## src/rtl/axi_dma_pkg.sv

```systemverilog
// Shared definitions for the S2MM DMA sequencer: register map, DMASR bit
// positions, failure codes and the sequencer state encoding.
package axi_dma_pkg;

    // DMA AXI-Lite register offsets (S2MM channel)
    localparam logic [9:0] S2MM_DMACR  = 10'h030;
    localparam logic [9:0] S2MM_DMASR  = 10'h034;
    localparam logic [9:0] S2MM_DA     = 10'h048;
    localparam logic [9:0] S2MM_LENGTH = 10'h058;

    // DMASR bit indices
    localparam int DMASR_IDLE   = 1;
    localparam int DMASR_INTERR = 4;
    localparam int DMASR_SLVERR = 5;
    localparam int DMASR_DECERR = 6;
    localparam int DMASR_IOC    = 12;

    // Values written to the DMA
    localparam logic [31:0] DMACR_RUN     = 32'h0000_0001;
    localparam logic [31:0] DMASR_IOC_W1C = 32'h0000_1000;

    // Failure causes reported on err_code
    localparam logic [2:0] ERR_NONE     = 3'd0;
    localparam logic [2:0] ERR_BRESP    = 3'd1;
    localparam logic [2:0] ERR_RRESP    = 3'd2;
    localparam logic [2:0] ERR_DMA      = 3'd3;
    localparam logic [2:0] ERR_TIMEOUT  = 3'd4;
    localparam logic [2:0] ERR_ZERO_LEN = 3'd5;

    typedef enum logic [3:0] {
        ST_IDLE      = 4'd0,
        ST_WR_CR     = 4'd1,
        ST_WR_DA     = 4'd2,
        ST_WR_LEN    = 4'd3,
        ST_POLL_WAIT = 4'd4,
        ST_POLL_RD   = 4'd5,
        ST_WR_CLR    = 4'd6,
        ST_FIN_OK    = 4'd7,
        ST_FIN_ERR   = 4'd8
    } state_e;

    // Any of the three DMA error flags set
    function automatic logic dmasr_has_error(input logic [31:0] sr);
        return sr[DMASR_INTERR] | sr[DMASR_SLVERR] | sr[DMASR_DECERR];
    endfunction

    // Transfer finished: completion interrupt or channel idle
    function automatic logic dmasr_is_complete(input logic [31:0] sr);
        return sr[DMASR_IOC] | sr[DMASR_IDLE];
    endfunction

endpackage

```

## src/rtl/axi_lite_single_master.sv

```systemverilog
// Single-transaction AXI-Lite master: one write or one read per command,
// result returned with a one-cycle rsp_done strobe. Commands presented while
// a transaction is in flight are ignored.
module axi_lite_single_master #(
    parameter int ADDR_W = 10
) (
    input  logic              clk,
    input  logic              rst,
    input  logic              cmd_valid,
    input  logic              cmd_write,
    input  logic [ADDR_W-1:0] cmd_addr,
    input  logic [31:0]       cmd_wdata,
    output logic              rsp_done,
    output logic [1:0]        rsp_resp,
    output logic [31:0]       rsp_rdata,
    output logic [ADDR_W-1:0] m_axi_lite_awaddr,
    output logic              m_axi_lite_awvalid,
    input  logic              m_axi_lite_awready,
    output logic [31:0]       m_axi_lite_wdata,
    output logic              m_axi_lite_wvalid,
    input  logic              m_axi_lite_wready,
    input  logic [1:0]        m_axi_lite_bresp,
    input  logic              m_axi_lite_bvalid,
    output logic              m_axi_lite_bready,
    output logic [ADDR_W-1:0] m_axi_lite_araddr,
    output logic              m_axi_lite_arvalid,
    input  logic              m_axi_lite_arready,
    input  logic [31:0]       m_axi_lite_rdata,
    input  logic [1:0]        m_axi_lite_rresp,
    input  logic              m_axi_lite_rvalid,
    output logic              m_axi_lite_rready
);

    logic              aw_pend_q, aw_pend_d;
    logic              w_pend_q,  w_pend_d;
    logic              bready_q,  bready_d;
    logic              wr_act_q,  wr_act_d;
    logic              ar_pend_q, ar_pend_d;
    logic              rready_q,  rready_d;
    logic [ADDR_W-1:0] addr_q,    addr_d;
    logic [31:0]       wdata_q,   wdata_d;
    logic              done_q,    done_d;
    logic [1:0]        resp_q,    resp_d;
    logic [31:0]       rdata_q,   rdata_d;
    logic              idle_s;

    assign idle_s = ~wr_act_q & ~ar_pend_q & ~rready_q;

    // Channel handshake sequencing for the single outstanding transaction
    always_comb begin
        aw_pend_d = aw_pend_q & ~m_axi_lite_awready;
        w_pend_d  = w_pend_q  & ~m_axi_lite_wready;
        bready_d  = bready_q;
        wr_act_d  = wr_act_q;
        ar_pend_d = ar_pend_q;
        rready_d  = rready_q;
        addr_d    = addr_q;
        wdata_d   = wdata_q;
        done_d    = 1'b0;
        resp_d    = resp_q;
        rdata_d   = rdata_q;
        if (cmd_valid && idle_s) begin
            addr_d  = cmd_addr;
            wdata_d = cmd_wdata;
            if (cmd_write) begin
                aw_pend_d = 1'b1;
                w_pend_d  = 1'b1;
                wr_act_d  = 1'b1;
            end else begin
                ar_pend_d = 1'b1;
            end
        end else begin
            // Response phase opens only once both address and data are accepted
            if (wr_act_q && !bready_q && !aw_pend_d && !w_pend_d) begin
                bready_d = 1'b1;
            end else if (bready_q && m_axi_lite_bvalid) begin
                bready_d = 1'b0;
                wr_act_d = 1'b0;
                done_d   = 1'b1;
                resp_d   = m_axi_lite_bresp;
            end else begin
                bready_d = bready_q;
            end
            if (ar_pend_q && m_axi_lite_arready) begin
                ar_pend_d = 1'b0;
                rready_d  = 1'b1;
            end else if (rready_q && m_axi_lite_rvalid) begin
                rready_d = 1'b0;
                done_d   = 1'b1;
                resp_d   = m_axi_lite_rresp;
                rdata_d  = m_axi_lite_rdata;
            end else begin
                rready_d = rready_q;
            end
        end
    end

    // Transaction state registers
    always_ff @(posedge clk) begin
        if (rst) begin
            aw_pend_q <= 1'b0;
            w_pend_q  <= 1'b0;
            bready_q  <= 1'b0;
            wr_act_q  <= 1'b0;
            ar_pend_q <= 1'b0;
            rready_q  <= 1'b0;
            addr_q    <= {ADDR_W{1'b0}};
            wdata_q   <= 32'h0;
            done_q    <= 1'b0;
            resp_q    <= 2'b00;
            rdata_q   <= 32'h0;
        end else begin
            aw_pend_q <= aw_pend_d;
            w_pend_q  <= w_pend_d;
            bready_q  <= bready_d;
            wr_act_q  <= wr_act_d;
            ar_pend_q <= ar_pend_d;
            rready_q  <= rready_d;
            addr_q    <= addr_d;
            wdata_q   <= wdata_d;
            done_q    <= done_d;
            resp_q    <= resp_d;
            rdata_q   <= rdata_d;
        end
    end

    assign m_axi_lite_awaddr  = addr_q;
    assign m_axi_lite_awvalid = aw_pend_q;
    assign m_axi_lite_wdata   = wdata_q;
    assign m_axi_lite_wvalid  = w_pend_q;
    assign m_axi_lite_bready  = bready_q;
    assign m_axi_lite_araddr  = addr_q;
    assign m_axi_lite_arvalid = ar_pend_q;
    assign m_axi_lite_rready  = rready_q;
    assign rsp_done           = done_q;
    assign rsp_resp           = resp_q;
    assign rsp_rdata          = rdata_q;

endmodule

```

## src/rtl/axi_dma_s2mm_controller.sv

```systemverilog
// Sequences one AXI DMA S2MM receive transfer per start request: program
// DMACR, DA and LENGTH (length last, it kicks the DMA), poll DMASR, clear IOC.
module axi_dma_s2mm_controller
    import axi_dma_pkg::*;
#(
    parameter int ADDR_W       = 10,
    parameter int LEN_W        = 26,
    parameter int POLL_GAP     = 16,
    parameter int POLL_TIMEOUT = 65535
) (
    input  logic              clk,
    input  logic              rst,
    input  logic              start,
    input  logic [31:0]       dest_addr,
    input  logic [LEN_W-1:0]  length,
    output logic              busy,
    output logic              done,
    output logic              error,
    output logic [2:0]        err_code,
    output logic [31:0]       last_status,
    output logic [ADDR_W-1:0] m_axi_lite_awaddr,
    output logic              m_axi_lite_awvalid,
    input  logic              m_axi_lite_awready,
    output logic [31:0]       m_axi_lite_wdata,
    output logic              m_axi_lite_wvalid,
    input  logic              m_axi_lite_wready,
    input  logic [1:0]        m_axi_lite_bresp,
    input  logic              m_axi_lite_bvalid,
    output logic              m_axi_lite_bready,
    output logic [ADDR_W-1:0] m_axi_lite_araddr,
    output logic              m_axi_lite_arvalid,
    input  logic              m_axi_lite_arready,
    input  logic [31:0]       m_axi_lite_rdata,
    input  logic [1:0]        m_axi_lite_rresp,
    input  logic              m_axi_lite_rvalid,
    output logic              m_axi_lite_rready
);

    state_e            state_q, state_d;
    logic [31:0]       dest_q, dest_d;
    logic [LEN_W-1:0]  len_q, len_d;
    logic [2:0]        err_code_q, err_code_d;
    logic [31:0]       last_status_q, last_status_d;
    logic              busy_q, busy_d;
    logic              done_q, done_d;
    logic              error_q, error_d;
    logic              issued_q, issued_d;
    logic [31:0]       gap_cnt_q, gap_cnt_d;
    logic [31:0]       poll_cnt_q, poll_cnt_d;

    logic              cmd_valid_s;
    logic              cmd_write_s;
    logic [ADDR_W-1:0] cmd_addr_s;
    logic [31:0]       cmd_wdata_s;
    logic              rsp_done_s;
    logic [1:0]        rsp_resp_s;
    logic [31:0]       rsp_rdata_s;

    axi_lite_single_master #(.ADDR_W(ADDR_W)) u_master (
        .clk                (clk),
        .rst                (rst),
        .cmd_valid          (cmd_valid_s),
        .cmd_write          (cmd_write_s),
        .cmd_addr           (cmd_addr_s),
        .cmd_wdata          (cmd_wdata_s),
        .rsp_done           (rsp_done_s),
        .rsp_resp           (rsp_resp_s),
        .rsp_rdata          (rsp_rdata_s),
        .m_axi_lite_awaddr  (m_axi_lite_awaddr),
        .m_axi_lite_awvalid (m_axi_lite_awvalid),
        .m_axi_lite_awready (m_axi_lite_awready),
        .m_axi_lite_wdata   (m_axi_lite_wdata),
        .m_axi_lite_wvalid  (m_axi_lite_wvalid),
        .m_axi_lite_wready  (m_axi_lite_wready),
        .m_axi_lite_bresp   (m_axi_lite_bresp),
        .m_axi_lite_bvalid  (m_axi_lite_bvalid),
        .m_axi_lite_bready  (m_axi_lite_bready),
        .m_axi_lite_araddr  (m_axi_lite_araddr),
        .m_axi_lite_arvalid (m_axi_lite_arvalid),
        .m_axi_lite_arready (m_axi_lite_arready),
        .m_axi_lite_rdata   (m_axi_lite_rdata),
        .m_axi_lite_rresp   (m_axi_lite_rresp),
        .m_axi_lite_rvalid  (m_axi_lite_rvalid),
        .m_axi_lite_rready  (m_axi_lite_rready)
    );

    // Next-state, register-operation issue and status decode
    always_comb begin
        state_d       = state_q;
        dest_d        = dest_q;
        len_d         = len_q;
        err_code_d    = err_code_q;
        last_status_d = last_status_q;
        gap_cnt_d     = gap_cnt_q;
        poll_cnt_d    = poll_cnt_q;
        cmd_valid_s   = 1'b0;
        cmd_write_s   = 1'b1;
        cmd_addr_s    = {ADDR_W{1'b0}};
        cmd_wdata_s   = 32'h0;
        case (state_q)
            ST_IDLE: begin
                if (!start) begin
                    state_d = ST_IDLE;
                end else if (length == {LEN_W{1'b0}}) begin
                    err_code_d = ERR_ZERO_LEN;
                    state_d    = ST_FIN_ERR;
                end else begin
                    dest_d     = dest_addr;
                    len_d      = length;
                    err_code_d = ERR_NONE;
                    gap_cnt_d  = 32'd0;
                    poll_cnt_d = 32'd0;
                    state_d    = ST_WR_CR;
                end
            end
            ST_WR_CR, ST_WR_DA, ST_WR_LEN, ST_WR_CLR: begin
                cmd_valid_s = ~issued_q;
                case (state_q)
                    ST_WR_CR: begin
                        cmd_addr_s  = ADDR_W'(S2MM_DMACR);
                        cmd_wdata_s = DMACR_RUN;
                    end
                    ST_WR_DA: begin
                        cmd_addr_s  = ADDR_W'(S2MM_DA);
                        cmd_wdata_s = dest_q;
                    end
                    ST_WR_LEN: begin
                        cmd_addr_s  = ADDR_W'(S2MM_LENGTH);
                        cmd_wdata_s = 32'(len_q);
                    end
                    default: begin
                        cmd_addr_s  = ADDR_W'(S2MM_DMASR);
                        cmd_wdata_s = DMASR_IOC_W1C;
                    end
                endcase
                if (!rsp_done_s) begin
                    state_d = state_q;
                end else if (rsp_resp_s != 2'b00) begin
                    err_code_d = ERR_BRESP;
                    state_d    = ST_FIN_ERR;
                end else begin
                    case (state_q)
                        ST_WR_CR:  state_d = ST_WR_DA;
                        ST_WR_DA:  state_d = ST_WR_LEN;
                        ST_WR_LEN: state_d = ST_POLL_WAIT;
                        default:   state_d = ST_FIN_OK;
                    endcase
                end
            end
            ST_POLL_WAIT: begin
                if (gap_cnt_q >= 32'(POLL_GAP - 1)) begin
                    gap_cnt_d = 32'd0;
                    state_d   = ST_POLL_RD;
                end else begin
                    gap_cnt_d = gap_cnt_q + 32'd1;
                end
            end
            ST_POLL_RD: begin
                cmd_valid_s = ~issued_q;
                cmd_write_s = 1'b0;
                cmd_addr_s  = ADDR_W'(S2MM_DMASR);
                if (!rsp_done_s) begin
                    state_d = ST_POLL_RD;
                end else begin
                    last_status_d = rsp_rdata_s;
                    if (rsp_resp_s != 2'b00) begin
                        err_code_d = ERR_RRESP;
                        state_d    = ST_FIN_ERR;
                    end else if (dmasr_has_error(rsp_rdata_s)) begin
                        err_code_d = ERR_DMA;
                        state_d    = ST_FIN_ERR;
                    end else if (dmasr_is_complete(rsp_rdata_s)) begin
                        state_d = ST_WR_CLR;
                    end else if (poll_cnt_q + 32'd1 >= 32'(POLL_TIMEOUT)) begin
                        poll_cnt_d = poll_cnt_q + 32'd1;
                        err_code_d = ERR_TIMEOUT;
                        state_d    = ST_FIN_ERR;
                    end else begin
                        poll_cnt_d = poll_cnt_q + 32'd1;
                        state_d    = ST_POLL_WAIT;
                    end
                end
            end
            ST_FIN_OK:  state_d = ST_IDLE;
            ST_FIN_ERR: state_d = ST_IDLE;
            default:    state_d = ST_IDLE;
        endcase

        // One command per register operation; re-armed when its response returns
        if (rsp_done_s) begin
            issued_d = 1'b0;
        end else if (cmd_valid_s) begin
            issued_d = 1'b1;
        end else begin
            issued_d = issued_q;
        end

        busy_d  = (state_d != ST_IDLE) && (state_d != ST_FIN_OK) && (state_d != ST_FIN_ERR);
        done_d  = (state_d == ST_FIN_OK);
        error_d = (state_d == ST_FIN_ERR);
    end

    // Sequencer state and registered status outputs
    always_ff @(posedge clk) begin
        if (rst) begin
            state_q       <= ST_IDLE;
            dest_q        <= 32'h0;
            len_q         <= {LEN_W{1'b0}};
            err_code_q    <= ERR_NONE;
            last_status_q <= 32'h0;
            busy_q        <= 1'b0;
            done_q        <= 1'b0;
            error_q       <= 1'b0;
            issued_q      <= 1'b0;
            gap_cnt_q     <= 32'd0;
            poll_cnt_q    <= 32'd0;
        end else begin
            state_q       <= state_d;
            dest_q        <= dest_d;
            len_q         <= len_d;
            err_code_q    <= err_code_d;
            last_status_q <= last_status_d;
            busy_q        <= busy_d;
            done_q        <= done_d;
            error_q       <= error_d;
            issued_q      <= issued_d;
            gap_cnt_q     <= gap_cnt_d;
            poll_cnt_q    <= poll_cnt_d;
        end
    end

    assign busy        = busy_q;
    assign done        = done_q;
    assign error       = error_q;
    assign err_code    = err_code_q;
    assign last_status = last_status_q;

endmodule

```

## config.mk

```make
export PLATFORM = sky130hd
export DESIGN_NAME = axi_dma_s2mm_controller
export DESIGN_NICKNAME = d
export VERILOG_FILES = /design/src/rtl/axi_dma_pkg.sv /design/src/rtl/axi_lite_single_master.sv /design/src/rtl/axi_dma_s2mm_controller.sv
export SDC_FILE = /design/constraint.sdc
export NUM_CORES = 1
export LEC_CHECK = 0
export CAP_MARGIN = 20
export CELL_PAD_IN_SITES_DETAIL_PLACEMENT = 1
export CELL_PAD_IN_SITES_GLOBAL_PLACEMENT = 1
export CORE_MARGIN = 1
export CORE_UTILIZATION = 38
export DETAILED_ROUTE_END_ITERATION = 7
export PLACE_DENSITY_LB_ADDON = 0.1
export SYNTH_ARGS = -nofsm -noshare
export SYNTH_HDL_FRONTEND = slang
export SYNTH_HIERARCHICAL = 1
export SYNTH_SLANG_ARGS = --single-unit
export TNS_END_PERCENT = 50
```

## constraint.sdc

```tcl
create_clock -name clk -period 3.9 [get_ports clk]
set_clock_uncertainty 0.1 [all_clocks]
set_input_delay 0.78 -clock clk [delete_from_list [all_inputs] [get_ports clk]]
set_output_delay 0.78 -clock clk [all_outputs]
set_load 0.05 [all_outputs]
```

==> run_results.csv, run 1 <==
group,metric,value,unit
cells_and_area,multiInputGateArea,5040,µm²
setup_path,critPathLaunchType,"flip-flop",
power,finalPower,0.00600,W
clocking,cts.path.max_buffers,3,
die,die_area,28400,µm²
timing,worst_slew_pin_slew,0.770,ns
routing,route.detailed.drc,0,
run,maxCapViolCount,0,
setup_path,critPathRequiredTime,4.23,ns
die,initial_core_util,38.9,%
clocking,cts-resized-gates,0,
power,ir_drop,0.273,mV
routing,dr.pass1.iters,4,
yosys,synth_edf_count,0,
routing,first_iter_violations,479,
yosys,synth_top_area_share,47.2,%
timing,fin_tns_setup,0,ns
timing,report.final.slew_viol_count,0,
global_route,antenna_found_initial,0,
yosys,synth_ff_type,"dfxtp_1",
yosys,ys_top_cells_by_count,"nand2_1 (290), dfxtp_1 (248), a21oi_1 (224), nor2_1 (90), clkbuf_1 (80)",
timing,period_needed,3.45,ns
cells_and_area,area_growth,30.8,%
die,die_h,168,µm
routing,routedWlPerCell,17.7,µm
yosys,ys_seq_area_share,47.2,%
power,leakagePower,4.74,nW
yosys,netlist_instances,1339,
global_route,grt_pass1_vias,10200,
yosys,ys_ff_latch,248,
outcome,status,"completed",
yosys,yosysMostFrequentCell,"nand2_1",
timing,setup-violations-final,0,
global_route,use_met1,28.0,%
timing,slew_headroom,48.7,%
clocking,cts_hold_buf,0,
global_route,gr-total-overflow,0,
timing,fmax,0.290,GHz
place,port_buffers,196,
yosys,ys_async_sr_fraction,0,%
clocking,post_cts_buffers,0,
cells_and_area,antennaDiodeCount,0,
cells_and_area,regArea,4960,µm²
yosys,syn-cell-area,10500,µm²
global_route,use_met2,39.0,%
setup_path,arrival,3.78,ns
global_route,use_met3,6.09,%
global_route,busiest_layer,"met2",
cells_and_area,n_fill_cell,3232,
timing,setup_slack,0.450,ns
place,gp_congestion,0.791,
routing,vias,10100,
timing,hold_viol,0,
yosys,ys_types,67,
cells_and_area,finalNetCount,1599,
power,power.density,436,nW/µm²
setup_path,cp_max_fo,7,
die,rows,60,
clocking,cts_tree,"done",
clocking,cts_max_level,1,
clocking,clkTransAtPathRegs,0.06,ns
timing,grt_setup_unrepaired,"false",
global_route,grt_max_degree,138,
die,die_w,168,µm
die,boundaryPins,197,
clocking,numCtsBuffers,29,
clocking,insertion_delay,0.54,ns
global_route,grt_pass1_wl,52.7,mm
setup_path,critPathKind,"flip-flop to flip-flop",
place,dp_hpwl,21.5,mm
die,core_area,27000,µm²
global_route,grt_usage,22.8,%
routing,wl,32.8,mm
routing,vias_per_cell,5.44,
timing,period_share,88.4,%
setup_path,worst_setup_path_end_kind,"flip-flop",
min_path,hold_class,"flip-flop to flip-flop",
yosys,ys_top_cells_by_area,"dfxtp_1 (47%), a21oi_1 (11%), nand2_1 (10%)",
yosys,synth_top_area_cell,"dfxtp_1",
routing,drtAntennaViolNets,0,
yosys,synth_warnings,6,
yosys,syn_area_per_cell,7.86,µm²
clocking,clock_sinks,248,
clocking,cts-root-buf,"clkbuf_16",
place,pre_cts_ws,0.466,ns
cells_and_area,drive_gt1_share,6.73,%
[cell families after synthesis]
group                      count (synthesis)  share of synthesized area (%)
AOI/OAI and AO/OA                        367                           19.9
xor gates and xnor gates                  18                           1.50
adders and majority gates                  3                          0.357
buffers and inverters                    122                           5.40
DFF                                      248                           47.2
muxes                                      2                          0.190
other                                      1                         0.0356
and+or+nand+nor                          578                           25.5
[final timing paths]
check                 start  slack (ns)  depth (start not counted)       endpoint
max          poll_cnt_q[12]        0.45                          8    err_code[0]
min           gap_cnt_q[26]        0.33                          2  gap_cnt_q[26]
max reg2reg  poll_cnt_q[12]        0.45                          8    err_code[0]
min reg2reg   gap_cnt_q[26]        0.33                          2  gap_cnt_q[26]
[sequential cells by signal, summed over array words and instances (netlist names), 2 cells and up]
name / count
u_master/m_axi_lite_wdata: 32
u_master/rsp_rdata: 32
dest_q: 32
gap_cnt_q: 32
poll_cnt_q: 32
len_q: 26
u_master/m_axi_lite_araddr: 10
err_code: 3
last_status: 32
u_master/rsp_resp: 2
state_q: 4
[worst max-delay path: stages (launching register included)]
cell,delay (ns)
dfxtp_1,0.41
nand3_1,0.22
or4_4,0.66
nor4_2,0.42
xor2_1,0.11
or4_4,0.50
o41ai_4,0.51
a21oi_1,0.17
o211a_1,0.23
[power by group]
group / total [W] / leakage, nW / internal [W] / switching [W]
combinational: 0.000496 / 2.22 / 0.000197 / 0.000299
sequential: 0.00263 / 2.01 / 0.00259 / 0.0000373
clock: 0.00288 / 0.509 / 0.00179 / 0.00108
[metal layers]
metal / wire length (µm) / share of wire [%]
met1: 14300 / 44
met2: 15500 / 47
met4: 730 / 2.2
met5: 0 / 0
met3: 2310 / 7.0
[stage by stage]
stage | std cells | area (µm²) | hold WS [ns] | utilization, %
after floorplan | 1343 | 10500 | 0.308 | -
after global placement | 1803 | 12700 | 0.317 | 47.0
after detailed placement | 1803 | 12700 | 0.322 | 47.0
after CTS | 1856 | 13700 | 0.331 | 50.8
after global routing | 1857 | 13800 | 0.354 | 50.9
final | 1857 | 13800 | 0.326 | 50.9
[area by class of cell]
class	count	area share (%)
multi-input combinational	973	36.6
sequential	248	36.1
timing repair buffer	228	16.3
clock buffer	40	6.23
tap	341	3.10
clock inverter	13	1.26
inverter	14	0.382
[layout by cell type (no fill, tap or decap), types with 6 or more instances in the layout]
cell type        synthesis  routed
and4_1                   9       9
xnor2_1                 10      10
nand4b_1                 6       6
clkinv_2                 0       6
buf_4                   10      29
or3_1                    8       8
nor2_1                  90      89
clkbuf_16                0      29
nand3b_1                 9       9
nand3_1                 56      56
a31oi_1                 15      15
inv_1                   14      14
dfxtp_1                248     248
a21oi_1                224     224
xor2_1                   8       8
nor3_1                  23      23
nand2_1                290     290
and2_1                   9       9
clkdlybuf4s50_1          0     195
or4_1                    6       6
a22o_1                  25      25
nand4_1                 10      10
clkbuf_8                 0       9
and3_1                  24      24
o21ai_0                 72      72
nor4_1                  17      16
No activity file was read; power rests on OpenSTA's default activity.
==> run 2: changes to the inputs <==
--- a/config.mk
+++ b/config.mk
@@ -11,6 +11,7 @@
 export CORE_MARGIN = 1
 export CORE_UTILIZATION = 38
 export DETAILED_ROUTE_END_ITERATION = 7
+export GPL_TIMING_DRIVEN = 0
 export PLACE_DENSITY_LB_ADDON = 0.1
 export SYNTH_ARGS = -nofsm -noshare
 export SYNTH_HDL_FRONTEND = slang
==> run_results.csv, run 2 (same netlist as run 1, synthesis figures left out) <==
group,metric,value,unit
routing,vias_per_cell,5.40,
global_route,grt_usage,24.3,%
setup_path,arrival,3.95,ns
setup_path,cp_max_fo,10,
setup_path,critPathKind,"flip-flop to flip-flop",
cells_and_area,final_common_cell,"nand2_1",
run,maxCapViolCount,0,
timing,fin_worst_hold_slack,0.329,ns
routing,dr.pass1.iters,5,
clocking,cts_hold_buf,0,
setup_path,cp_slowest_stage_delay,0.58,ns
routing,first_iter_violations,469,
timing,period_needed,3.62,ns
die,die_area,28400,µm²
die,core_area,27000,µm²
clocking,cts-root-buf,"clkbuf_16",
place,dp_cells,1881,
routing,routedWlPerCell,18.2,µm
clocking,cts.path.max_buffers,3,
die,boundaryPins,197,
clocking,cts_max_level,1,
clocking,clkTransAtPathRegs,0.06,ns
setup_path,critPathRequiredTime,4.23,ns
timing,grt_setup_unrepaired,"false",
timing,hold_viol,0,
cells_and_area,fin_cells,1930,
global_route,grt_max_degree,14,
clocking,cts_tree,"done",
setup_path,critPathLaunchType,"flip-flop",
global_route,gr-total-overflow,0,
setup_path,crit_slowest_cell,"o41ai_4",
routing,wl,35.2,mm
cells_and_area,area_growth,32.5,%
setup_path,worst_setup_path_end_kind,"flip-flop",
min_path,hold_class,"flip-flop to flip-flop",
cells_and_area,layout_common_cells,"nand2_1 (290), dfxtp_1 (248), a21oi_1 (224)",
cells_and_area,antennaDiodeCount,0,
cells_and_area,finalNetCount,1677,
timing,period_share,92.8,%
setup_path,path_cells,"ha_1 -> nand3_2 -> nor4_2 -> clkbuf_2 -> and2_1 -> clkbuf_1 -> xnor2_1 -> o2111ai_1 -> o41ai_4 -> a21oi_1 -> o211a_1",
global_route,grt_pass1_wl,55.6,mm
place,port_buffers,195,
routing,vias,10400,
place,gp_congestion,0.821,
routing,drtAntennaViolNets,0,
place,dp_hpwl,25.6,mm
power,power.density,430,nW/µm²
outcome,status,"completed",
timing,fmax,0.276,GHz
global_route,grt_pass1_vias,10400,
die,initial_core_util,38.9,%
timing,report.final.slew_viol_count,0,
cells_and_area,drive_gt1_share,6.04,%
global_route,antenna_found_initial,0,
timing,setup-violations-final,0,
die,rows,60,
clocking,numCtsBuffers,29,
power,leakagePower,4.80,nW
routing,route.detailed.drc,0,
die,die_h,168,µm
timing,worst_slew_pin_slew,0.758,ns
timing,slew_headroom,49.2,%
clocking,insertion_delay,0.55,ns
power,ir_drop,0.271,mV
die,die_w,168,µm
clocking,clock_sinks,248,
run 2: worst max-delay path, delay by kind of cell, from the launching register on:
family | cells | cell delay, ns
compound gates | 4 | 1.17
xor+xnor | 1 | 0.16
fa+ha+maj | 1 | 0.29
buf+inv | 2 | 0.54
flops | 1 | 0.43
simple gates | 3 | 0.80
run 2: what timing repair did:
action | CTS | global route
pin swaps | 0 | 0
buffers inserted | 0 | 0
endpoints found under the setup margin | 11 | 59
gates resized for setup | 2 | 5
run 2: power breakdown:
part           total (W)  internal, W  leakage, nW  switching [W]
logic           0.000542     0.000213         2.30       0.000329
clock network    0.00282      0.00176        0.490        0.00107
registers        0.00263      0.00259         2.01      0.0000365
run 2: worst paths after layout:
| path | endpoint | slack (ns) | cells past startpoint | from |
|---|---|---|---|---|
| setup / recovery | err_code[0] | 0.28 | 11 | poll_cnt_q[0] |
| hold reg to reg | gap_cnt_q[31] | 0.33 | 2 | gap_cnt_q[31] |
| hold / removal | gap_cnt_q[31] | 0.33 | 2 | gap_cnt_q[31] |
| setup reg to reg | err_code[0] | 0.28 | 11 | poll_cnt_q[0] |
run 2: layout make-up:
cell class | instances | area (µm²)
plain buffers | 108 | 518
clock buffers | 39 | 843
clock inverters | 9 | 148
fillers | 3286 | 13100
inverters | 14 | 52.6
multi-input cells | 973 | 5020
flip-flops and latches | 248 | 4960
well taps | 341 | 427
repair buffers | 198 | 1970
run 2: metal layers:
metal / global-route usage [%] / up-vias / wire length, µm
met5: 0 / - / 0
met4: 4.90 / 0 / 498
met3: 5.99 / 39 / 2270
met2: 42.3 / 252 / 16800
met1: 30.4 / 5028 / 15600
li1: - / 5095 / -
run 2: stage by stage:
stage	util, %	TNS (ns)	total power, W	instance area, µm²	setup slack [ns]
floorplan	-	0	0.00296	10500	0.781
global placement	47.8	-3.74	0.00321	12900	-0.310
detailed placement	47.8	-4.13	0.00322	12900	-0.372
CTS	51.5	0	0.00604	13900	0.0283
global route	51.6	0	0.00620	13900	0.0512
finish	51.6	0	0.00599	13900	0.283
==> run 3: changes to the inputs <==
--- a/config.mk
+++ b/config.mk
@@ -8,7 +8,6 @@
 export CAP_MARGIN = 20
 export CELL_PAD_IN_SITES_DETAIL_PLACEMENT = 1
 export CELL_PAD_IN_SITES_GLOBAL_PLACEMENT = 1
-export CORE_MARGIN = 1
 export CORE_UTILIZATION = 38
 export DETAILED_ROUTE_END_ITERATION = 7
 export GPL_TIMING_DRIVEN = 0
==> results of run 3 <==
The final DEF is identical to that of run 2; final timing and power are the same.
